===== src/rtl/ap_ctrl_drv_pkg.sv =====
// Shared types for the ap_ctrl_hs initiator: FSM state encoding and the cycle-stamp type.
package ap_ctrl_drv_pkg;
    localparam int CYC_W_DEF = 32;

    typedef enum logic [1:0] {IDLE, ISSUE, DRAIN} drv_state_t;
    typedef logic [CYC_W_DEF-1:0] stamp_t;
endpackage


===== src/rtl/ap_lat_fifo.sv =====
// Start-time stamps of in-flight transactions, oldest at the head.
// The caller never pops when empty or pushes when full, so no flags are kept.
module ap_lat_fifo #(
    parameter int DEPTH = 4,
    parameter int W     = 32
) (
    input  logic         clk_i,
    input  logic         rst_n_i,
    input  logic         flush_i,
    input  logic         push_i,
    input  logic         pop_i,
    input  logic [W-1:0] din_i,
    output logic [W-1:0] head_o
);
    localparam int PW = (DEPTH > 1) ? $clog2(DEPTH) : 1;

    logic [W-1:0]  mem_q [DEPTH];
    logic [PW-1:0] wr_q, rd_q;

    function automatic logic [PW-1:0] nxt(input logic [PW-1:0] p);
        return (p == PW'(DEPTH - 1)) ? '0 : p + PW'(1);
    endfunction

    always_ff @(posedge clk_i) begin
        if (push_i)
            mem_q[wr_q] <= din_i;
    end

    always_ff @(posedge clk_i) begin
        if (!rst_n_i || flush_i) begin
            wr_q <= '0;
            rd_q <= '0;
        end else begin
            if (push_i) wr_q <= nxt(wr_q);
            if (pop_i)  rd_q <= nxt(rd_q);
        end
    end

    assign head_o = mem_q[rd_q];
endmodule


===== src/rtl/ap_ctrl_hs_driver.sv =====
// ap_ctrl_hs initiator: issues a commanded number of starts with bounded
// outstanding work, measures start->done latency and aborts on stalls.
module ap_ctrl_hs_driver
    import ap_ctrl_drv_pkg::*;
#(
    parameter int CNT_W       = 16,
    parameter int CYC_W       = 32,
    parameter int MAX_OUT     = 4,
    parameter int TIMEOUT_CYC = 4096
) (
    input  logic             ap_clk,
    input  logic             ap_rst_n,
    input  logic             cmd_valid,
    output logic             cmd_ready,
    input  logic [CNT_W-1:0] cmd_count,
    input  logic             cmd_abort,
    output logic             core_ap_start,
    input  logic             core_ap_ready,
    input  logic             core_ap_done,
    output logic             stat_busy,
    output logic             stat_done,
    output logic             stat_timeout,
    output logic             stat_proto_err,
    output logic [CNT_W-1:0] stat_started,
    output logic [CNT_W-1:0] stat_completed,
    output logic [CYC_W-1:0] stat_last_lat,
    output logic [CYC_W-1:0] stat_max_lat,
    output logic [CYC_W-1:0] stat_run_cycles
);
    localparam int               OUT_W     = $clog2(MAX_OUT) + 1;
    localparam logic [OUT_W-1:0] MAX_OUT_V = OUT_W'(MAX_OUT);

    drv_state_t       state_q;
    logic             cmd_ready_q, start_q, abort_q, done_q, to_q, perr_q;
    logic [CNT_W-1:0] count_q, started_q, completed_q;
    logic [OUT_W-1:0] out_q;
    logic [CYC_W-1:0] stamp_q, last_lat_q, max_lat_q, run_q;
    logic [31:0]      stall_q;

    logic             hs, pop, perr, progress, pending, abort_d, more, to_hit;
    logic [CNT_W-1:0] started_d;
    logic [OUT_W-1:0] out_d;
    logic [CYC_W-1:0] head, lat;

    assign hs        = start_q & core_ap_ready;
    assign pop       = core_ap_done & (out_q != '0);
    assign perr      = core_ap_done & (out_q == '0);
    assign progress  = hs | core_ap_done;
    assign pending   = start_q & ~core_ap_ready;
    assign started_d = started_q + CNT_W'(hs);
    assign out_d     = out_q + OUT_W'(hs) - OUT_W'(pop);
    assign abort_d   = abort_q | cmd_abort;
    assign more      = (started_d < count_q) & (out_d < MAX_OUT_V) & ~abort_d;
    assign lat       = stamp_q - head;
    assign to_hit    = (TIMEOUT_CYC != 0) && (state_q != IDLE) && !progress
                       && (stall_q + 32'd1 == 32'(TIMEOUT_CYC));

    ap_lat_fifo #(.DEPTH(MAX_OUT), .W(CYC_W)) u_fifo (
        .clk_i   (ap_clk),
        .rst_n_i (ap_rst_n),
        .flush_i (to_hit),
        .push_i  (hs),
        .pop_i   (pop),
        .din_i   (stamp_q),
        .head_o  (head)
    );

    always_ff @(posedge ap_clk) begin
        if (!ap_rst_n) begin
            state_q     <= IDLE;
            cmd_ready_q <= 1'b0;
            start_q     <= 1'b0;
            abort_q     <= 1'b0;
            done_q      <= 1'b0;
            to_q        <= 1'b0;
            perr_q      <= 1'b0;
            count_q     <= '0;
            started_q   <= '0;
            completed_q <= '0;
            out_q       <= '0;
            stamp_q     <= '0;
            last_lat_q  <= '0;
            max_lat_q   <= '0;
            run_q       <= '0;
            stall_q     <= '0;
        end else begin
            stamp_q     <= stamp_q + CYC_W'(1);
            cmd_ready_q <= 1'b0;
            done_q      <= 1'b0;
            to_q        <= 1'b0;
            perr_q      <= perr;
            out_q       <= out_d;
            started_q   <= started_d;
            if (pop) begin
                completed_q <= completed_q + CNT_W'(1);
                last_lat_q  <= lat;
                if (lat > max_lat_q) max_lat_q <= lat;
            end
            if (progress)
                stall_q <= '0;
            else if (state_q != IDLE && stall_q != '1)
                stall_q <= stall_q + 32'd1;
            if (state_q != IDLE && run_q != '1)
                run_q <= run_q + CYC_W'(1);

            case (state_q)
                IDLE: begin
                    abort_q     <= 1'b0;
                    cmd_ready_q <= ~(cmd_valid & cmd_ready_q & (cmd_count != '0));
                    if (cmd_valid && cmd_ready_q) begin
                        started_q   <= '0;
                        completed_q <= '0;
                        last_lat_q  <= '0;
                        max_lat_q   <= '0;
                        stall_q     <= '0;
                        if (cmd_count == '0) begin
                            run_q  <= CYC_W'(1);
                            done_q <= 1'b1;
                        end else begin
                            run_q   <= '0;
                            count_q <= cmd_count;
                            start_q <= 1'b1;
                            state_q <= ISSUE;
                        end
                    end
                end
                ISSUE: begin
                    abort_q <= abort_d;
                    // An unacknowledged start is never retracted, not even by abort.
                    start_q <= pending | more;
                    if (started_d == count_q || (abort_d && !pending))
                        state_q <= DRAIN;
                end
                DRAIN: begin
                    abort_q <= abort_d;
                    if (out_q == '0) begin
                        state_q     <= IDLE;
                        done_q      <= 1'b1;
                        cmd_ready_q <= 1'b1;
                    end
                end
                default: state_q <= IDLE;
            endcase

            if (to_hit) begin
                state_q     <= IDLE;
                start_q     <= 1'b0;
                out_q       <= '0;
                to_q        <= 1'b1;
                done_q      <= 1'b1;
                cmd_ready_q <= 1'b1;
            end
        end
    end

    assign cmd_ready       = cmd_ready_q;
    assign core_ap_start   = start_q;
    assign stat_busy       = (state_q != IDLE);
    assign stat_done       = done_q;
    assign stat_timeout    = to_q;
    assign stat_proto_err  = perr_q;
    assign stat_started    = started_q;
    assign stat_completed  = completed_q;
    assign stat_last_lat   = last_lat_q;
    assign stat_max_lat    = max_lat_q;
    assign stat_run_cycles = run_q;
endmodule


===== config.mk =====
export PLATFORM = sky130hd
export DESIGN_NAME = ap_ctrl_hs_driver
export DESIGN_NICKNAME = d
export VERILOG_FILES = /design/src/rtl/ap_ctrl_drv_pkg.sv /design/src/rtl/ap_lat_fifo.sv /design/src/rtl/ap_ctrl_hs_driver.sv
export SDC_FILE = /design/constraint.sdc
export NUM_CORES = 1
export LEC_CHECK = 0
export BUFFER_PORTS_ARGS = -buffer_cell sky130_fd_sc_hd__buf_2
export CAP_MARGIN = 5
export CORE_ASPECT_RATIO = 1.25
export CORE_UTILIZATION = 40
export DETAILED_ROUTE_END_ITERATION = 10
export PLACE_DENSITY = 0.61
export SYNTH_ARGS = -nofsm -noshare
export SYNTH_HDL_FRONTEND = slang
export SYNTH_SLANG_ARGS = --single-unit

===== constraint.sdc =====
create_clock -name ap_clk -period 11 [get_ports ap_clk]
set_clock_uncertainty 0.15 [all_clocks]
set_input_delay 0.55 -clock ap_clk [delete_from_list [all_inputs] [get_ports ap_clk]]
set_output_delay 0.55 -clock ap_clk [all_outputs]
set_load 0.005 [all_outputs]

==> results of run 1 <==
state kept, by name, summed over array words and instances (netlist names), named ones only:
| name | flops |
|---|---|
| u_fifo.mem_q | 128 |
| out_q | 3 |
| stat_timeout | 1 |
| abort_q | 1 |
| core_ap_start | 1 |
| u_fifo.wr_q | 2 |
| stat_proto_err | 1 |
| stat_last_lat | 32 |
| stat_completed | 16 |
| state_q | 2 |
| stat_max_lat | 32 |
| stat_done | 1 |
| stall_q | 32 |
| stat_run_cycles | 32 |
| stamp_q | 32 |
| stat_started | 16 |
| count_q | 16 |
| cmd_ready | 1 |
| u_fifo.rd_q | 2 |
cells in the mapped netlist, types with 17 or more instances:
master	number
dfxtp_1	225
nor2_1	189
nand2_1	141
edfxtp_1	128
inv_1	104
ha_1	97
a21oi_1	93
xor2_1	93
nand3_1	64
xnor2_1	58
nand4_1	45
mux2i_1	38
o21ai_0	38
clkbuf_1	34
mux4_2	32
and2_1	31
and3_1	31
nor3_1	29
and4_1	17
worst register-to-register path, cell delays in order (launching register included):
cell      delay [ns]
dfxtp_2         0.78
mux4_2          0.59
inv_1           0.12
ha_1            0.23
nor2b_1         0.14
o31ai_1         0.48
a21boi_2        0.16
o311ai_2        0.30
a31oi_2         0.20
o21ai_2         0.39
o21ai_0         0.18
xor2_1          0.17
ha_1            0.30
and4_1          0.24
nand3_1         0.10
nor3_1          0.23
o41ai_1         0.13
nand4_1         0.16
nand2_2         0.56
nor2_1          0.70
a22o_1          0.23
power by group through the flow:
stage,Combinational [mW],Clock (mW),Sequential (mW)
floorplan,0.655,0,1.54
finish,0.928,1.27,1.55
global route,1.04,1.35,1.56
global placement,0.918,0,1.57
CTS,0.936,1.30,1.55
detailed placement,0.932,0,1.57
cell families after synthesis:
group / count (synthesis) / synth area share (%)
buf+inv: 166 / 3.78
compound gates: 237 / 8.87
xor+xnor: 151 / 7.70
flops: 353 / 48.6
fa+ha+maj: 99 / 7.30
mux: 70 / 6.41
simple gates: 608 / 17.3
stage by stage:
step	std cells	cell area, um^2	hold WS (ns)	setup WS (ns)	utilization [%]
after floorplan	1684	17200	0.303	5.47	-
after global placement	2348	18500	0.292	4.56	43.8
after detailed placement	2348	18500	0.296	4.33	43.8
after CTS	2416	19700	0.0694	4.28	46.8
after global routing	2416	19700	0.0813	3.72	46.8
final	2416	19700	0.0914	4.39	46.8
area by class of cell:
type                            instances  area share, %
Sequential cell                       353           42.4
Multi-Input combinational cell       1165           41.5
Clock buffer                           51           5.38
Timing Repair Buffer                  165           4.32
Tap cell                              559           3.55
Inverter                              106           2.02
Clock inverter                         17          0.863
layer usage:
layer	global-route usage, %	wire, um	up-vias
li1	-	-	6259
met1	23.5	18000	6170
met2	32.3	20000	295
met3	3.41	2170	80
met4	8.04	1580	0
met5	0	0	-
worst max-delay path by stage:
| stage | to | slack, ns | cells after the start |
|---|---|---|---|
| after floorplan | stat_max_lat[31]$_SDFF_PN0_ | 5.47 | 23 |
| after global placement | stat_max_lat[29]$_SDFF_PN0_ | 4.56 | 20 |
| after detailed placement | stat_max_lat[29]$_SDFF_PN0_ | 4.33 | 20 |
| after CTS | stat_max_lat[29]$_SDFF_PN0_ | 4.28 | 20 |
| after global routing | stat_max_lat[29]$_SDFF_PN0_ | 3.72 | 20 |
| final | stat_max_lat[29]$_SDFF_PN0_ | 4.39 | 20 |
==> out/qor.yml, run 1 <==
worstPathMaxFanout: 36
cts-htree-levels: 2
antenna_found_initial: 0
register_area_um2: 8350
hold_violations: 0
synth_edf_count: 128
leakage_nw: 7.98
tightest_slew_ns: 1.13
viasPerCell: 5.30
drive_gt1_share_pct: 15.2
p_sw_mw: 1.18
crit_arrival_ns: 6.95
worst_path_dominant_cell_family: "simple AND/OR/NAND/NOR gates"
cts_inserted_buffers: 37
ys_seq_area_share_pct: 48.6
grt_pass1_vias: 12237
fin_tns_setup_ns: 0
ys_ff_latch: 353
slew_violations: 0
synth.cell_area_um2: 17200
yosysTopAreaCell: "dfxtp_1"
crit_required_ns: 11.34
final_common_cell: "dfxtp_1"
pwr-share-comb_pct: 24.8
cts_setup_buffers: 0
p_int_mw: 2.56
rsz0062_at_grt: "false"
reg2reg_to: "stat_max_lat[29]$_SDFF_PN0_"
netlist_instances: 1684
p_per_area_nw_per_um2: 190
end_kind: "flip-flop"
fillers: 3976
synth.distinct_cells: 77
status: "finished, final reports clean"
crit_type: "reg2reg"
num_vias: 12804
yosysTopAreaCellShare_pct: 26.2
max_slew_margin_pct: 23.7
place_hpwl_mm: 29.4
clk_latency_ns: 0.56
ir_worst_vdd_mv: 0.100
drt_first_pass_iters: 5
cts_tree: "built"
area_growth_pct: 14.8
die-area_um2: 43800
hp-class: "in2reg"
async_flop_share_pct: 0
grt_max_degree: 81
wirelength_mm: 41.7
num_io_pins: 156
synthTopCellsByArea: "dfxtp_1, edfxtp_1, ha_1, xor2_1, mux4_2"
avgSynthCellArea_um2: 10.2
diodes: 0
period_needed_ns: 6.61
cts_resized: 0
ys_warn_count: 0
chipWidth_um: 187
r2r_cells: 20
drc: 0
max_freq_mhz: 151
grt_pass1_wl_mm: 65.6
final_nets: 1949
wire_per_inst_um: 17.3
coreArea_um2: 42100
clock_path_buffers: 3
hold_end: "count_q[5]$_SDFFE_PN0P_"
p_sw_share_pct: 31.6
dieHeight_um: 234
cpPeakStageDelay_ns: 0.78
multiInputGateArea_um2: 8180
worst-path-buf-inv: 1
total_power_mw: 3.74
synth_nets: 1805
min_from: "cmd_count[5]"
port_buffers: 155
drt-initial-drc-count: 638
path_cells: "mux4_2 > inv_1 > ha_1 > nor2b_1 > o31ai_1 > a21boi_2 > o311ai_2 > a31oi_2 > o21ai_2 > o21ai_0 > xor2_1 > ha_1 > and4_1 > nand3_1 > nor3_1 > o41ai_1 > nand4_1 > nand2_2 > nor2_1 > a22o_1"
most-common-layout-cells: "dfxtp_1, nor2_1, buf_2"
clock-sinks: 353
start_util_pct: 40.7
p_seq_share_pct: 41.3
whs_path_depth: 3
gp_congestion: 0.850
clk_pin_slew_worst_paths_ns: 0.06
ant_nets: 0
r2r_slack_ns: 4.39
crit_path_start_kind: "flip-flop"
slowest_stage: "dfxtp_2"
cpMostUsedCell: "ha_1"
grt-ovfl-total: 0
grt_usage_pct: 18.9
cts_hold_buf: 0
synth_ff_type: "dfxtp_1"
timing.final.crit_share_pct: 60.1
std_cell_rows: 84
root_buffer: "clkbuf_16"
setup_violations: 0
cap_violations: 0
power_frac_clock_pct: 33.9
(Power assumes the default switching activity.)
==> inputs of run 2 (changes only) <==
--- a/config.mk
+++ b/config.mk
@@ -5,12 +5,13 @@
 export SDC_FILE = /design/constraint.sdc
 export NUM_CORES = 1
 export LEC_CHECK = 0
+export ABC_AREA = 1
 export BUFFER_PORTS_ARGS = -buffer_cell sky130_fd_sc_hd__buf_2
 export CAP_MARGIN = 5
 export CORE_ASPECT_RATIO = 1.25
 export CORE_UTILIZATION = 40
 export DETAILED_ROUTE_END_ITERATION = 10
-export PLACE_DENSITY = 0.61
+export PLACE_DENSITY = 0.63
 export SYNTH_ARGS = -nofsm -noshare
 export SYNTH_HDL_FRONTEND = slang
 export SYNTH_SLANG_ARGS = --single-unit
==> constraint.sdc (replaced) <==
create_clock -name ap_clk -period 6 [get_ports ap_clk]
set_clock_uncertainty 0.15 [all_clocks]
set_input_delay 0.3 -clock ap_clk [delete_from_list [all_inputs] [get_ports ap_clk]]
set_output_delay 0.3 -clock ap_clk [all_outputs]
set_load 0.005 [all_outputs]
==> run 2 against run 1 <==
  * Register-to-register slack worse by 3.6 ns
  * Via count up 31%
  * Die area up 9.4%
  * Sequential share of layout area down 3.8 points
  * Largest power group unchanged
  * Critical path depth up 9
  * Critical endpoint is now stat_max_lat[18]$_SDFF_PN0_
  * Cell count up 35%
  * Synthesized cell count up 48%
  * Sequential cell count unchanged
==> out/qor.yml, run 2 <==
status: "finished, final reports clean"  # unchanged
ys_warn_count: 0  # unchanged
place_hpwl_mm: 38.0  # was 29.4 mm
cap_violations: 0  # unchanged
crit_type: "reg2reg"  # unchanged
largest-register: "u_fifo.mem_q"  # unchanged
final_common_cell: "nand2_1"  # was dfxtp_1
max_slew_margin_pct: 23.8  # was 23.7%
cpMostUsedCell: "nand2_1"  # was ha_1
crit_required_ns: 6.30  # was 11.34 ns
rsz0062_at_grt: "false"  # unchanged
synth_edf_count: 128  # unchanged
tightest_slew_ns: 1.14  # was 1.13 ns
clk_latency_ns: 0.57  # was 0.56 ns
cts_setup_buffers: 0  # unchanged
chipWidth_um: 196  # was 187 um
gp_congestion: 0.929  # was 0.850
hold_end: "abort_q$_SDFFE_PN0P_"  # was count_q[5]$_SDFFE_PN0P_
end_kind: "flip-flop"  # unchanged
max_freq_mhz: 191  # was 151 MHz
grt-ovfl-total: 0  # unchanged
wire_per_inst_um: 15.9  # was 17.3 um
cts_inserted_buffers: 39  # was 37
num_io_pins: 156  # unchanged
hold_violations: 0  # unchanged
post-place-cells: 3174  # was 2348
period_needed_ns: 5.23  # was 6.61 ns
wirelength_mm: 51.8  # was 41.7 mm
slowest_stage: "buf_4"  # was dfxtp_2
start_util_pct: 40.7  # about the same
hp-class: "in2reg"  # unchanged
final_nets: 2770  # was 1949
die-area_um2: 47900  # was 43800 um^2
synthTopCellsByArea: "dfxtp_1, edfxtp_1, nand2_1, nor2_1, ha_1"  # was dfxtp_1, edfxtp_1, ha_1, xor2_1, mux4_2
dieHeight_um: 244  # was 234 um
worstPathMaxFanout: 64  # was 36
async_flop_share_pct: 0  # unchanged
reg2reg_to: "stat_max_lat[18]$_SDFF_PN0_"  # was stat_max_lat[29]$_SDFF_PN0_
clock-sinks: 353  # unchanged
cpPeakStageDelay_ns: 0.54  # was 0.78 ns
fin_tns_setup_ns: 0  # unchanged
yosysTopAreaCellShare_pct: 24.0  # was 26.2%
largest_reg_flops: 128  # unchanged
grt_pass1_vias: 16322  # was 12237
antenna_found_initial: 0  # unchanged
netlist_instances: 2485  # was 1684
grt_pass1_wl_mm: 83.6  # was 65.6 mm
r2r_cells: 29  # was 20
synth.distinct_cells: 52  # was 77
ant_nets: 0  # unchanged
slew_violations: 0  # unchanged
r2r_slack_ns: 0.77  # was 4.39 ns
crit_arrival_ns: 5.53  # was 6.95 ns
num_vias: 16726  # was 12804
yosysMostFrequentCell: "nand2_1"  # was dfxtp_1
leakage_nw: 9.58  # was 7.98 nW
avgSynthCellArea_um2: 7.57  # was 10.2 um^2
coreArea_um2: 46200  # was 42100 um^2
grt_max_degree: 65  # was 81
drive_gt1_share_pct: 10.4  # was 15.2%
yosysTopAreaCell: "dfxtp_1"  # unchanged
std_cell_rows: 88  # was 84
synth_nets: 2606  # was 1805
final_cells: 3263  # was 2416
timing.final.crit_share_pct: 87.2  # was 60.1%
register_area_um2: 8350  # unchanged
synth_ff_type: "dfxtp_1"  # unchanged
diodes: 0  # unchanged
ys_ff_latch: 353  # unchanged
min_from: "cmd_abort"  # was cmd_count[5]
setup_violations: 0  # unchanged
ir_worst_vdd_mv: 0.195  # was 0.100 mV
synth.cell_area_um2: 18800  # was 17200 um^2
yosys-top-cells-count: "nand2_1, nor2_1, inv_1"  # was dfxtp_1, nor2_1, nand2_1
multiInputGateArea_um2: 9010  # was 8180 um^2
area_growth_pct: 15.1  # was 14.8%
root_buffer: "clkbuf_16"  # unchanged
grt_usage_pct: 21.7  # was 18.9%
viasPerCell: 5.13  # was 5.30
cts-htree-levels: 2  # unchanged
p_per_area_nw_per_um2: 386  # was 190 nW/um^2
ys_seq_area_share_pct: 44.4  # was 48.6%
cts_tree: "built"  # unchanged
drc: 0  # unchanged
clk_pin_slew_worst_paths_ns: 0.06  # about the same
drt_first_pass_iters: 7  # was 5
crit_path_start_kind: "flip-flop"  # unchanged
clock_path_buffers: 3  # unchanged
most-common-layout-cells: "nand2_1, nor2_1, inv_1"  # was dfxtp_1, nor2_1, buf_2
port_buffers: 155  # unchanged
fillers: 4584  # was 3976
drt-initial-drc-count: 923  # was 638
whs_path_depth: 7  # was 3
## run 2: cell count changes in the layout (fill, tap and decap cells not counted), sizes merged, moves of 30 or more
| cell | delta |
|---|---|
| nand2 | +456 |
| nor2 | +223 |
| inv | +208 |
| o21ai | +104 |
| a21oi | +57 |
| xor2 | -54 |
| xnor2 | -46 |
| mux2i | -37 |
| mux4 | -32 |
| nand3 | +32 |
| a32o | +30 |
## run 2: worst max-delay path by stage
stage / slack [ns] / cells after the start / startpoint / endpoint
2_1_floorplan: 1.80 / 32 / flip-flop / stat_max_lat[16]$_SDFF_PN0_
3_3_place_gp: 0.80 / 29 / flip-flop / stat_max_lat[18]$_SDFF_PN0_
3_5_place_dp: 0.77 / 29 / flip-flop / stat_max_lat[18]$_SDFF_PN0_
4_1_cts: 0.73 / 29 / flip-flop / stat_max_lat[18]$_SDFF_PN0_
5_1_grt: 0.22 / 29 / flip-flop / stat_max_lat[18]$_SDFF_PN0_
6_report: 0.77 / 29 / flip-flop / stat_max_lat[18]$_SDFF_PN0_
## run 2: kinds of logic (layout without fill, tap and decap cells)
family                     Yosys count  count (layout)  share of synthesized area (%)
DFF                                353             353                           44.4
AOI/OAI and AO/OA                  373             373                           11.4
xor gates and xnor gates            51              51                           2.38
buffers and inverters              380             573                           7.84
and+or+nand+nor                   1228            1228                           27.3
adders and majority gates           99              99                           6.67
muxes                                1               1                         0.0532
## run 2: what timing repair did
action / 4_1_cts / 5_1_grt
gates resized for setup: 0 / 0
hold endpoints to repair: 19 / 0
hold buffers: 19 / 0
## run 2: worst max-delay path, delay by kind of cell (launching register included)
| kind | cells | cell delay [ns] |
|---|---|---|
| flip-flops | 1 | 0.33 |
| adder cells (fa/ha/maj) | 3 | 0.82 |
| AND/OR/NAND/NOR | 15 | 1.31 |
| buffers and inverters | 6 | 1.21 |
| AO/OA/AOI/OAI | 5 | 1.25 |
## run 2: per-stage QoR
| stage | setup WS [ns] | instance area, um^2 | power, mW | util [%] | hold WS, ns |
|---|---|---|---|---|---|
| after floorplan | 1.80 | 18800 | 5.00 | - | 0.285 |
| after global placement | 0.795 | 20200 | 5.89 | 43.6 | 0.299 |
| after detailed placement | 0.774 | 20200 | 5.96 | 43.6 | 0.308 |
| after CTS | 0.730 | 21600 | 8.44 | 46.8 | 0.0539 |
| after global routing | 0.225 | 21600 | 8.93 | 46.8 | 0.157 |
| final | 0.765 | 21600 | 8.35 | 46.8 | 0.0739 |
## run 2: report_power, final
part	switching [mW]	internal (mW)	leakage (nW)	total, mW
Combinational	1.91	1.01	5.98	2.92
Clock	1.01	1.43	0.617	2.43
Sequential	0.223	2.77	2.99	3.00
Total	3.14	5.21	9.58	8.35
## run 2: layout make-up
cell class,count,share of cell area (%)
Clock inverter,23,1.17
Timing Repair Buffer,188,4.95
Tap cell,585,3.38
Sequential cell,353,38.6
Clock buffer,47,4.84
Multi-Input combinational cell,1752,41.6
Inverter,315,5.46
## run 2: per-layer routing
metal | GRT usage (%) | vias up | wire length, um | share of wire (%)
li1 | - | 8464 | - | -
met1 | 25.1 | 7785 | 21700 | 42
met2 | 39.6 | 360 | 25900 | 50
met3 | 2.65 | 117 | 2030 | 3.9
met4 | 9.88 | 0 | 2180 | 4.2
met5 | 0 | - | 0 | 0
